$ cat config.mk
export PLATFORM = sky130hd
export DESIGN_NAME = afp_mult_pipe
export DESIGN_NICKNAME = d
export VERILOG_FILES = /design/src/rtl/afp_pkg.sv /design/src/rtl/afp_lzc.sv /design/src/rtl/afp_mult_pipe.sv
export SDC_FILE = /design/constraint.sdc
export NUM_CORES = 1
export LEC_CHECK = 0
export CORE_MARGIN = 4
export CORE_UTILIZATION = 45
export CTS_CLUSTER_DIAMETER = 60
export DETAILED_ROUTE_END_ITERATION = 8
export PLACE_DENSITY = 0.77
export SYNTH_ARGS = -nofsm -noshare
export SYNTH_HDL_FRONTEND = slang
export SYNTH_SLANG_ARGS = --single-unit
$ cat constraint.sdc
create_clock -name clk -period 1.32 [get_ports clk]
set_input_delay 0.33 -clock clk [delete_from_list [all_inputs] [get_ports clk]]
set_output_delay 0.33 -clock clk [all_outputs]
set_load 0.005 [all_outputs]
$ cat src/rtl/afp_pkg.sv
// Shared constants and width helpers for the AFP multiplier datapath.
package afp_pkg;

  localparam int AFP_DEFAULT_MW = 1;
  localparam int AFP_DEFAULT_OW = 2;

  // Width of a leading-zero count able to hold the value pw itself.
  function automatic int afp_lzc_w(input int pw);
    return $clog2(pw + 1);
  endfunction

endpackage

$ cat src/rtl/afp_lzc.sv
// Combinational leading-zero counter; an all-zero input yields PW.
module afp_lzc #(
  parameter int PW  = 4,
  parameter int LZW = 3
) (
  input  logic [PW-1:0]  a,
  output logic [LZW-1:0] cnt
);

  logic found;

  always_comb begin
    cnt   = LZW'(PW);
    found = 1'b0;
    for (int unsigned i = 0; i < PW; i++) begin
      if (!found && a[PW-1-i]) begin
        cnt   = LZW'(i);
        found = 1'b1;
      end
    end
  end

endmodule

$ cat src/rtl/afp_mult_pipe.sv
// Two-stage pipelined AFP multiplier with valid/ready flow control.
// Build option: AFP_DENORM_EN enables denormal significands (offset field all ones).
module afp_mult_pipe
  import afp_pkg::*;
#(
  parameter int MW = AFP_DEFAULT_MW,
  parameter int OW = AFP_DEFAULT_OW
) (
  input  logic                              clk,
  input  logic                              reset,
  input  logic                              in_valid,
  output logic                              in_ready,
  input  logic [1+OW+MW-1:0]                x,
  input  logic [1+OW+MW-1:0]                y,
  output logic                              out_valid,
  input  logic                              out_ready,
  output logic                              ps,
  output logic [OW:0]                       po,
  output logic [2*(MW+1)-1:0]               pm,
  output logic [2*(MW+1)-1:0]               pm_norm,
  output logic [afp_lzc_w(2*(MW+1))-1:0]    lzc,
  output logic                              zero
);

  localparam int SW  = MW + 1;
  localparam int W   = 1 + OW + MW;
  localparam int PW  = 2 * SW;
  localparam int LZW = afp_lzc_w(PW);

  logic          xs, ys;
  logic [OW-1:0] xo, yo;
  logic [MW-1:0] xf, yf;
  logic [SW-1:0] xsig, ysig;
  logic          ps_c;
  logic [OW:0]   po_c;
  logic [PW-1:0] pm_c;

  assign xs = x[W-1];
  assign ys = y[W-1];
  assign xo = x[W-2 -: OW];
  assign yo = y[W-2 -: OW];
  assign xf = x[MW-1:0];
  assign yf = y[MW-1:0];

`ifdef AFP_DENORM_EN
  assign xsig = (&xo) ? {xf, 1'b0} : {1'b1, xf};
  assign ysig = (&yo) ? {yf, 1'b0} : {1'b1, yf};
`else
  assign xsig = {1'b1, xf};
  assign ysig = {1'b1, yf};
`endif

  assign ps_c = xs ^ ys;
  assign po_c = {1'b0, xo} + {1'b0, yo};
  assign pm_c = PW'(xsig) * PW'(ysig);

  logic          v1, v2;
  logic          en1, en2;
  logic          s1_ps;
  logic [OW:0]   s1_po;
  logic [PW-1:0] s1_pm;

  // Each stage may advance when it is empty or its successor advances.
  assign en2       = ~v2 | out_ready;
  assign en1       = ~v1 | en2;
  assign in_ready  = en1;
  assign out_valid = v2;

  always_ff @(posedge clk or posedge reset) begin
    if (reset) begin
      v1    <= 1'b0;
      s1_ps <= 1'b0;
      s1_po <= '0;
      s1_pm <= '0;
    end else if (en1) begin
      v1 <= in_valid;
      if (in_valid) begin
        s1_ps <= ps_c;
        s1_po <= po_c;
        s1_pm <= pm_c;
      end
    end
  end

  logic [LZW-1:0] lzc_c;
  logic [PW-1:0]  pm_norm_c;

  afp_lzc #(.PW(PW), .LZW(LZW)) u_lzc (
    .a   (s1_pm),
    .cnt (lzc_c)
  );

  assign pm_norm_c = s1_pm << lzc_c;

  always_ff @(posedge clk or posedge reset) begin
    if (reset) begin
      v2      <= 1'b0;
      ps      <= 1'b0;
      po      <= '0;
      pm      <= '0;
      pm_norm <= '0;
      lzc     <= '0;
      zero    <= 1'b0;
    end else if (en2) begin
      v2 <= v1;
      if (v1) begin
        ps      <= s1_ps;
        po      <= s1_po;
        pm      <= s1_pm;
        pm_norm <= pm_norm_c;
        lzc     <= lzc_c;
        zero    <= (s1_pm == '0);
      end
    end
  end

endmodule

==> results.md, run 1 <==
Status:
- The run finished, with violations left.
- The final reports fail on negative setup slack.

Pwr:
- Per report_power, the clock group accounts for 18.9% of the total.
- The proportion of power drawn by flip-flops and latches is 49.1%.
- The net load switching power is 493 µW.
- Internal power comes to 1.48 mW.
- The switching power as a share of total power is 25.0%.
- Across the VDD grid, the largest voltage drop is 0.000755 V.
- For this design the ratio of total power to cell area is 1300 mW/mm².
- In this run, the combinational gates consume 32.0% of the power.
- For this design the static power due to leakage is 0.730 nW.

Clock network:
- The TritonCTS clock tree is built.
- In this run, CTS created clock tree buffers numbering 3.
- The maximum clock insertion buffer count is 2.
- The buffer type at the clock tree root is sky130_fd_sc_hd__clkbuf_4.
- The total number of H-tree levels is 1.
- For this design, the CTS-stage hold fixing added 0 buffers.
- The clock latency on the worst-skew pair is 0.30 ns.
- The total number of clock tree sinks is 24.
- The clock-pin transition on the worst setup and hold timing paths is 0.13 ns.

Synth:
- The post-synthesis instance total is 71.
- The number of synthesized register bits is 24.
- sky130_fd_sc_hd__dfrtp_1 takes more of the synthesized area than any other cell.
- The area share of the leading cell type in the synthesized netlist is 58.7%.
- After synthesis the cells add up to 0.00102 mm².
- After synthesis, the cell types taking the most area are sky130_fd_sc_hd__dfrtp_1, sky130_fd_sc_hd__mux2_2, sky130_fd_sc_hd__mux2_4.
- The count of cell types in the netlist is 24.
- After synthesis, flip-flops and latches occupy 58.7% of the total area.
- The net count after synthesis is 86.
- The count of yosys warnings during synthesis is 0.
- The mean cell area of the mapped netlist is 14.4 µm².

Worst setup path:
- The worst register-to-register path begins at out_valid.
- The element type at the critical path start is a flip-flop.
- The worst setup path is captured at a flip-flop.
- The signal on the critical path passes through buf_6, buf_4, nand2b_4, and2_4, mux2_4.
- For the worst flop-to-flop path, the logic depth is 5.
- The end of the worst register-to-register path is lzc[1].
- The setup path with the least slack is of type reg2reg.
- The required time of the critical path is 1.52 ns.
- STA puts the critical path data arrival time at 1.59 ns.
- The flop-to-flop setup slack is -0.07 ns.
- The number of buffers and inverters on the critical path is 2.
- For this run, the slowest stage of the critical path takes 0.42 ns.
- In this run the worst path has a maximum fanout of 8.
- The cell family contributing the most delay on the critical path is flip-flops.
- On the critical path, the stage with the largest delay is an instance of sky130_fd_sc_hd__dfrtp_1.

Placement:
- The half-perimeter wire length after placement is 1330 µm.
- The final RePlAce weighted congestion is 0.687.
- The placed instances occupy a cell area of 0.00139 mm².
- The count of buffers inserted at the top-level ports is 29.
- The cell total after placement is 132.

Drt:
- Using the TritonRoute via totals, the vias-per-cell ratio works out to 4.82.
- The via count of the routed design is 703.
- In the routed design, unresolved DRC markers number 0.
- The count of routing violations after the opening detailed-route iteration is 6.
- The detailed-router iteration count before antenna repair is 4.
- The number of nets with antenna violations after routing is 0.
- Wires add up to 1920 µm.
- After detailed routing, the average wire length per cell comes to 13.1 µm.

Floorplanning:
- The number of placement rows is 17.
- After floorplanning, the core was sized to cover 0.00219 mm².
- The number of I/O pins is 30.
- The horizontal extent of the die is 55.7 µm.
- The effective utilization at floorplan is 46.7%.
- The floorplan step defined a die boundary enclosing 0.00310 mm².
- Measured along the y axis, the die boundary spans 55.7 µm.

Job:
- Across the run, the number of max-cap violations was 0.

STA:
- Measured against its own limit, the worst slew margin works out to 84.3%.
- After layout, the worst setup slack is -0.0703 ns.
- At the pin with the least slew margin, the transition time is 0.235 ns.
- The clock arrives with 0.00469 ns of skew.
- The highest clock rate is 719 MHz.
- Setup repair after global routing could not meet its margin everywhere.
- The final worst-path cycle share is 105%.
- The final count of hold timing violations is 0.
- The shortest period the worst path allows is 1.39 ns.
- The total count of max-transition violations in the final report was 0.
- The count of final setup violators is 8.

Worst hold path:
- The class of the most critical hold timing path is in2async.

Final layout:
- The antenna diode instance count is 0.
- The utilization of the core after routing is 69.4%.
- After the flow finishes, the layout carries non-filler instances totaling 146.
- The multi-input combinational cells in the finished layout cover a total of 409 µm².
- The final layout net count is 134.
- The final cell area excluding filler cells is 0.00152 mm².
- The area overhead of the layout relative to synthesis is 48.5%.
- Registers take 601 µm².
- Cells with a size suffix above 1 make up 35.6% of the layout.
- The layout filler cell count is 163.

Global route:
- The initial antenna violation count is 0.
- Entering global routing, the biggest net connects 25 pins.
- The number of global-route vias before repair was 763.
- The global-route total usage across every layer is 13.2%.
- The total congestion overflow is 0.
- The global-route wire length before repair is 3330 µm.
-- power groups by stage --
stage	registers (mW)	logic, mW	clock network (mW)
4_1_cts	0.968	0.582	0.388
3_5_place_dp	0.994	0.575	0
2_1_floorplan	0.990	0.244	0
3_3_place_gp	0.986	0.563	0
6_report	0.970	0.632	0.373
5_1_grt	0.997	0.687	0.409
-- cells in the final DEF (no fill, tap or decap), types with 2 or more instances in the layout --
cell	netlist	routed
sky130_fd_sc_hd__inv_1	6	6
sky130_fd_sc_hd__mux2_2	11	9
sky130_fd_sc_hd__buf_4	1	13
sky130_fd_sc_hd__buf_6	1	2
sky130_fd_sc_hd__mux2_4	5	7
sky130_fd_sc_hd__clkdlybuf4s15_1	0	11
sky130_fd_sc_hd__clkbuf_4	0	3
sky130_fd_sc_hd__dfrtp_1	24	24
sky130_fd_sc_hd__o21ai_0	4	2
sky130_fd_sc_hd__dlygate4sd2_1	0	9
sky130_fd_sc_hd__or2b_1	2	2
sky130_fd_sc_hd__clkdlybuf4s50_1	0	7
-- flip-flops by register name (all words and copies together), names as in the netlist --
register	count
out_valid	1
v1	1
zero	1
ps	1
pm_norm	4
s1_po	3
po	3
pm	3
s1_pm	3
lzc	3
s1_ps	1
-- per-stage QoR --
stage / total power, mW / TNS (ns) / setup slack, ns / hold slack (ns)
6_report: 1.97 / -0.452 / -0.0703 / 0.322
3_3_place_gp: 1.55 / -6.18 / -0.432 / 0.476
2_1_floorplan: 1.23 / 0 / 0.0137 / 0.345
4_1_cts: 1.94 / -0.368 / -0.0689 / 0.321
5_1_grt: 2.09 / -0.942 / -0.120 / 0.348
3_5_place_dp: 1.57 / -6.74 / -0.453 / 0.495
-- worst min-delay path: cells and delay by family --
| kind | cells | cell delay (ns) |
|---|---|---|
| buffers and inverters | 3 | 0.66 |
-- metal layers --
metal | global-route usage, % | vias up | part of all wire, % | wire length (µm)
li1 | - | 338 | - | -
met1 | 16.4 | 348 | 42 | 806
met2 | 23.3 | 15 | 53 | 1020
met3 | 1.62 | 2 | 3.6 | 70
met4 | 5.21 | 0 | 1.1 | 21
met5 | 0 | - | 0 | 0
-- repair_timing --
action                                  CTS  global route
pin swaps                                 3             0
buffers inserted                          7             3
endpoints found under the setup margin   24            33
gates resized for setup                  30            16
-- layout make-up --
class | count | share of cell area [%]
Multi-Input combinational cell | 39 | 26.9
Tap cell | 28 | 2.30
Inverter | 6 | 1.48
Timing Repair Buffer | 45 | 27.4
Clock buffer | 4 | 2.39
Sequential cell | 24 | 39.5
-- Yosys cell counts --
cell type                   count
sky130_fd_sc_hd__nand2_2        1
sky130_fd_sc_hd__buf_6          1
sky130_fd_sc_hd__and2_4         1
sky130_fd_sc_hd__nand4_1        1
sky130_fd_sc_hd__nand3b_1       1
sky130_fd_sc_hd__xor2_1         1
sky130_fd_sc_hd__ha_1           2
sky130_fd_sc_hd__or2b_1         2
sky130_fd_sc_hd__dfrtp_1       24
sky130_fd_sc_hd__nand3_1        1
sky130_fd_sc_hd__nor3b_1        1
sky130_fd_sc_hd__nand2_1        1
sky130_fd_sc_hd__inv_1          6
sky130_fd_sc_hd__o2111ai_1      1
sky130_fd_sc_hd__buf_4          1
sky130_fd_sc_hd__o21ai_0        4
sky130_fd_sc_hd__mux2_4         5
sky130_fd_sc_hd__nand2b_4       1
sky130_fd_sc_hd__fa_1           1
sky130_fd_sc_hd__mux2i_1        1
sky130_fd_sc_hd__nor3_1         1
sky130_fd_sc_hd__nor2_1         1
sky130_fd_sc_hd__o21a_1         1
sky130_fd_sc_hd__mux2_2        11
-- worst max path at each step --
stage	from	end	slack, ns	cells after the start
4_1_cts	out_valid	in_ready	-0.07	3
6_report	out_valid	lzc[1]	-0.07	5
2_1_floorplan	y[1]	s1_po[1]	0.01	3
3_5_place_dp	out_ready	in_ready	-0.45	3
3_3_place_gp	out_ready	in_ready	-0.43	3
5_1_grt	out_valid	in_ready	-0.12	3
-- cells by family (layout without fill, tap and decap cells) --
kind of cell    after synthesis  after routing  synth area share, %
flops                        24             24                 58.7
buf+inv                       8             55                 4.03
compound gates                6              6                 3.55
xor+xnor                      1              1                0.856
fa+ha+maj                     3              3                 4.40
simple gates                 12             12                 8.07
mux                          17             17                 20.4
No activity file was read; power rests on OpenSTA's default activity.
==> inputs of run 2 (changes only) <==
--- a/config.mk
+++ b/config.mk
@@ -6,10 +6,11 @@
 export NUM_CORES = 1
 export LEC_CHECK = 0
 export CORE_MARGIN = 4
-export CORE_UTILIZATION = 45
+export CORE_UTILIZATION = 49
 export CTS_CLUSTER_DIAMETER = 60
 export DETAILED_ROUTE_END_ITERATION = 8
-export PLACE_DENSITY = 0.77
+export MAX_ROUTING_LAYER = met4
+export PLACE_DENSITY = 0.82
 export SYNTH_ARGS = -nofsm -noshare
 export SYNTH_HDL_FRONTEND = slang
 export SYNTH_SLANG_ARGS = --single-unit
==> constraint.sdc (replaced) <==
create_clock -name clk -period 1.61 [get_ports clk]
set_input_delay 0.4025 -clock clk [delete_from_list [all_inputs] [get_ports clk]]
set_output_delay 0.4025 -clock clk [all_outputs]
set_load 0.005 [all_outputs]
==> run 2 against run 1 <==
Net effect:
- the run now ends clean
- first-iteration DRC count shrank 67%
- critical path depth shrank 4
- power shrank 23%
- critical path type is now reg2out
- critical endpoint is now pm_norm[3]
==> results.md, run 2 (synthesis gave the netlist of run 1 again) <==
Status:
- Outcome: finished clean (was finished with violations).

Worst setup path:
- The slowest cell on the critical path is sky130_fd_sc_hd__clkdlybuf4s50_1 (was sky130_fd_sc_hd__dfrtp_1).
- The length in cells of the worst reg-to-reg path is 5 (unchanged).
- Cell Chain, Critical Path: clkdlybuf4s50_1 (was buf_6, buf_4, nand2b_4, and2_4, mux2_4).
- The endpoint of the worst setup timing path is pm_norm[3] (was lzc[1]).
- The capturing element type of the critical path is an output pin (was flip-flop).
- The flop-to-flop setup slack was 0.25 ns (was -0.07 ns).
- The element type at the critical path start is a flip-flop (unchanged).
- The data arrival time at the worst-slack endpoint is 1.17 ns (was 1.59 ns).
- The dominant delay contributor by cell family on the critical path was buffers and inverters (was flip-flops).
- The maximum cell stage delay along the critical path is 0.50 ns (was 0.42 ns).
- The worst setup path startpoint is pm_norm[3] (was out_valid).
- The end of the worst register-to-register path is s1_po[0] (was lzc[1]).
- The required time of the critical path was 1.21 ns (was 1.52 ns).
- The number of stages on the worst setup path is 1 (was 5).
- The start-to-end type of the worst setup path was reg2out (was reg2reg).
- The worst flop-to-flop path startpoint is out_valid (unchanged).
- The maximum fanout count along the critical path came to 2 (was 8).
- The worst path buffer plus inverter count was 1 (was 2).

Floorplanning:
- The overall die height was 53.7 µm (was 55.7 µm).
- The number of placement rows was 16 (was 17).
- The number of I/O pins is 30 (unchanged).
- The horizontal extent of the die came to 53.7 µm (was 55.7 µm).
- The floorplan die area is 0.00288 mm² (was 0.00310 mm²).
- The total core area is 0.00198 mm² (was 0.00219 mm²).
- The effective utilization at floorplan is 51.6% (was 46.7%).

STA:
- The final worst-path cycle share is 97.5%.
- The worst clock skew is 0.00506 ns (was 0.00469 ns).
- The smallest hold slack is 0.426 ns (was 0.322 ns).
- The final worst setup slack came to 0.0409 ns (was -0.0703 ns).
- The clock period could shrink to 1.57 ns.
- The count of final setup violators is 0 (was 8).
- The total count of max-transition violations in the final report is 0 (unchanged).
- The slew at the pin closest to its max-slew limit is 0.297 ns (was 0.235 ns).
- The max-slew headroom at the worst pin came to 80.2% (was 84.3%).
- The highest clock rate is 637 MHz.
- The final total negative setup slack was 0 ns (was -0.452 ns).
- The final count of hold timing violations came to 0 (unchanged).

Clock network:
- The clock-pin transition on the worst setup and hold timing paths is 0.12 ns (was 0.13 ns).
- The maximum clock insertion buffer count was 2 (unchanged).
- The total CTS buffers came to 3 (unchanged).
- The buffer type at the clock tree root is sky130_fd_sc_hd__clkbuf_4 (unchanged).
- The clock latency on the worst-skew pair is 0.31 ns (was 0.30 ns).
- The total number of H-tree levels is 1 (unchanged).
- The total of hold buffers inserted after clock tree synthesis is 0 (unchanged).
- The TritonCTS clock tree is built (unchanged).
- The total number of clock tree sinks is 24 (unchanged).

Drt:
- The average vias per placed instance is 5.00 (was 4.82).
- The count of routing violations after the opening detailed-route iteration is 2 (was 6).
- The wire length per cell after detailed routing was 14.7 µm (was 13.1 µm).
- The via count of the routed design is 695 (was 703).
- The number of nets with antenna violations after routing was 0 (unchanged).
- The number of remaining DRC errors is 0 (unchanged).
- The wire length reported by the detailed router came to 2040 µm (was 1920 µm).
- The detailed-router iteration count before antenna repair was 4 (unchanged).

Final layout:
- Most frequent cells in the layout: sky130_fd_sc_hd__dfrtp_1, sky130_fd_sc_hd__clkdlybuf4s50_1, sky130_fd_sc_hd__dlymetal6s2s_1, sky130_fd_sc_hd__mux2_2, sky130_fd_sc_hd__buf_4 (was sky130_fd_sc_hd__dfrtp_1, sky130_fd_sc_hd__buf_4, sky130_fd_sc_hd__clkdlybuf4s15_1, sky130_fd_sc_hd__mux2_2, sky130_fd_sc_hd__dlygate4sd2_1).
- The most flop-heavy register is pm_norm (unchanged).
- The final layout net count is 129 (was 134).
- The number of flip-flops under the largest register name came to 4 (unchanged).
- The utilization of the core after routing was 73.6% (was 69.4%).
- The post-layout instance count excluding filler cells came to 139 (was 146).
- The most common cell after layout, fill and taps aside is sky130_fd_sc_hd__dfrtp_1 (unchanged).
- The share of layout cells above drive strength 1 is 30.4% (was 35.6%).
- The antenna diode instance count is 0 (unchanged).
- The final cell area excluding filler cells is 0.00146 mm² (was 0.00152 mm²).
- The area overhead of the layout relative to synthesis is 42.5% (was 48.5%).

Job:
- The number of maximum-capacitance constraint violations is 0 (unchanged).

Pwr:
- The leakage power of the design is 0.811 nW (was 0.730 nW).
- The overall power after layout is 1.53 mW (was 1.97 mW).
- The maximum vdd drop is 0.000689 V (was 0.000755 V).
- The power density over the cells is 1050 mW/mm² (was 1300 mW/mm²).

Global route:
- The global-route total usage across every layer is 15.4% (was 13.2%).
- The total congestion overflow is 0 (unchanged).
- The global-route wire length before repair is 2980 µm (was 3330 µm).
- The number of global-route vias before repair is 670 (was 763).
- The initial antenna violation count is 0 (unchanged).
- The pin count of the biggest net entering global routing is 25 (unchanged).

Placement:
- The cell total after placement was 130 (was 132).
- The area of placed instances is 0.00137 mm² (was 0.00139 mm²).
- The final RePlAce weighted congestion is 0.715 (was 0.687).
- The half-perimeter wire length after placement is 1380 µm (was 1330 µm).
- The worst slack after detailed placement came to -0.324 ns (was -0.453 ns).
- The count of buffers inserted at the top-level ports is 29 (unchanged).

Worst hold path:
- The class of the most critical hold timing path is in2async (unchanged).
run 2: cell count changes in the layout (fill, tap and decap cells not counted), moves of 2 or more:
cell,before,now
sky130_fd_sc_hd__dlymetal6s2s_1,1,13
sky130_fd_sc_hd__mux2_2,9,11
sky130_fd_sc_hd__dlygate4sd2_1,9,2
sky130_fd_sc_hd__buf_6,2,0
sky130_fd_sc_hd__clkdlybuf4s50_1,7,13
sky130_fd_sc_hd__o21ai_0,2,4
sky130_fd_sc_hd__mux2_4,7,5
sky130_fd_sc_hd__buf_4,13,11
sky130_fd_sc_hd__clkdlybuf4s15_1,11,0
run 2: layer usage:
metal / up-vias / share of wire (%) / GRT usage (%)
li1: 324 / - / -
met1: 352 / 40 / 17.0
met2: 15 / 55 / 26.0
met3: 4 / 2.5 / 1.66
met4: 0 / 2.7 / 10.2
met5: - / 0 / -
run 2: power by group:
group / switching, mW / internal (mW)
clock network: 0.164 / 0.0874
registers: 0.0753 / 0.724
logic: 0.152 / 0.325
total: 0.391 / 1.14
run 2: cell type report:
cell class | count | area, µm²
fill | 121 | 523
timing repair buffer | 40 | 398
sequential | 24 | 601
multi-input combinational | 39 | 382
tap | 27 | 33.8
inverter | 6 | 22.5
clock buffer | 3 | 22.5
run 2: worst register-to-register path: stages, from the launching register on:
cell and delay (ns):
sky130_fd_sc_hd__dfrtp_1 0.38, sky130_fd_sc_hd__buf_4 0.11, sky130_fd_sc_hd__nand3b_1 0.09, sky130_fd_sc_hd__buf_4 0.15, sky130_fd_sc_hd__nand2_2 0.17, sky130_fd_sc_hd__mux2_2 0.36
run 2: repair_timing:
action	in CTS	in global routing
endpoints found under the setup margin	4	14
gates resized for setup	6	13
buffers inserted	3	3
run 2: worst min-delay path by stage:
| stage | start | endpoint | cells past startpoint |
|---|---|---|---|
| detailed placement | pm[1] | pm[1] | 1 |
| floorplan | reset | lzc[0] | 1 |
| finish | reset | s1_pm[1] | 3 |
| CTS | reset | zero | 3 |
| global placement | pm_norm[3] | pm_norm[3] | 1 |
| global route | reset | zero | 3 |
==> RTL edit, RTL diff (flow settings as in run 2) <==
Build with the macro `AFP_DENORM_EN` defined.
--- a/src/rtl/afp_mult_pipe.sv
+++ b/src/rtl/afp_mult_pipe.sv
@@ -1,5 +1,7 @@
 // Two-stage pipelined AFP multiplier with valid/ready flow control.
 // Build option: AFP_DENORM_EN enables denormal significands (offset field all ones).
+`define AFP_DENORM_EN
+
 module afp_mult_pipe
   import afp_pkg::*;
 #(
Formal check against the unedited RTL: not equivalent (Yosys sat finds a counterexample within 4 cycles, from zero or initial values and one cycle with reset high).
==> RTL edit against run 2 <==
Non-clock buffer count is 4 higher. Wire length is 19% higher. Design area is 14% higher. Clock power is 32% higher. Setup slack worse by 0.0023 ns. Sequential cell count is 2 higher. Total power is 13% higher. Synthesized area is 16% higher. Maximum frequency is 0.15% lower. Count of clock-buffer cells in the layout is 1 higher. Sequential power is 9.5% higher. Critical endpoint is now in_ready. Highest routed layer unchanged.
==> RTL edit: results <==
[setup_path]
r2r_end = s1_ps
ff2ff_setup_slack_ns = 0.26
crit_slowest_cell = clkdlybuf4s50_1
slowest_delay_ns = 0.42
r2r-start = out_valid

[cts]
cts-root-buf = clkbuf_4
cts.path.max_buffers = 2
clkLatencyLatePin_ns = 0.32
clk_pin_slew_ns = 0.14
cts_buffers = 3

[grt]
grt_antenna_before_repair = 0
grt_max_degree = 27
grtUsageTotal_pct = 16.7
first_global_vias = 922
grt_pass1_wl_um = 4100

[logic_synthesis]
synthTopCellsByArea = dfrtp_1, mux2_2, mux2_4
async_flop_share_pct = 100
synth-seq-area-share_pct = 54.7
synth_compound_area_share_pct = 6.63
synth_fa_ha_area_share_pct = 4.84
synth_xor_xnor_area_share_pct = 0.737
synthTopCellsByCount = dfrtp_1, mux2_2, inv_1, nor2_1, nand2_1
yosysWarnings = 0
synth_cell_types = 30
synthMuxAreaShare_pct = 16.2
syn_nets = 114

[routing]
top_layer = met4
met1_length_um = 1080
wl_met2_um = 1230
wire_per_inst_um = 14.2
first_pass_iters = 4
drt_iter0_drc = 11
routed-wl-met3_um = 65
vias_per_cell = 5.32

[sta]
hold_ws_ns = 0.418
finalClockSkew_ns = 0.00722
maxSlewHeadroom_pct = 77.9

[finish]
fin_nets = 160
top_regs = pm: 4 flops, pm_norm: 4 flops, s1_pm: 4 flops
drive_above_1_share_pct = 29.4
num-fill-cells = 171

[placement]
dp_hpwl_um = 1780
gp_congestion = 0.790
place_worst_setup_slack_ns = -0.441
port_buffers = 29

[power]
ir_drop_uv = 728
leakagePower_nw = 0.898

[run_status]
outcome = finished clean
==> RTL edit: cell count changes after synthesis, sizes merged, moves of 3 or more <==
cell / run 2 / this run
inv: 6 / 9
nand2: 2 / 7
nor2: 1 / 7
a31oi: 0 / 3
a21oi: 0 / 3
==> RTL edit: where the power goes <==
part / internal (W) / switching [W] / leakage, nW
logic: 0.000337 / 0.000188 / 0.565
clock network: 0.000138 / 0.000195 / 0.0210
registers: 0.000785 / 0.0000902 / 0.312
total: 0.00126 / 0.000472 / 0.898
==> RTL edit: through the flow <==
step,instance area (um^2),std cells,TNS (ns)
floorplan,1190,98,0
global placement,1560,161,-2.68
detailed placement,1560,161,-3.06
CTS,1620,168,-0.0651
global route,1660,171,0
finish,1660,171,0
==> RTL edit: critical path, delay by kind of cell <==
kind	cells	cell delay, ns
simple gates	1	0.22
buf+inv	2	0.54
==> RTL edit: final cells by class <==
cell class	instances	area, um^2	area share, %
clock buffers	4	36.3	2.18
inverters	9	33.8	2.03
multi-input cells	60	494	29.7
flip-flops and latches	26	651	39.1
well taps	28	35.0	2.11
repair buffers	44	413	24.8
==> RTL edit: per-layer routing <==
layer	vias up	global-route usage, %
met5	-	-
met4	0	7.95
met3	5	2.04
met2	23	28.9
met1	450	19.2
li1	431	-
==> RTL edit: worst max path at each step <==
stage,end,start,slack [ns]
2_1_floorplan,s1_pm[2],y[2],0.17
3_3_place_gp,s1_pm[2],y[2],-0.35
3_5_place_dp,s1_pm[2],y[1],-0.44
4_1_cts,in_ready,out_ready,-0.07
5_1_grt,in_ready,out_ready,0.01
6_report,in_ready,out_ready,0.04
==> RTL edit: what timing repair did <==
| item | in CTS | in global routing |
|---|---|---|
| endpoints found under the setup margin | 10 | 12 |
| pin swaps | 0 | 0 |
| setup buffers | 3 | 3 |
| gates resized for setup | 16 | 12 |
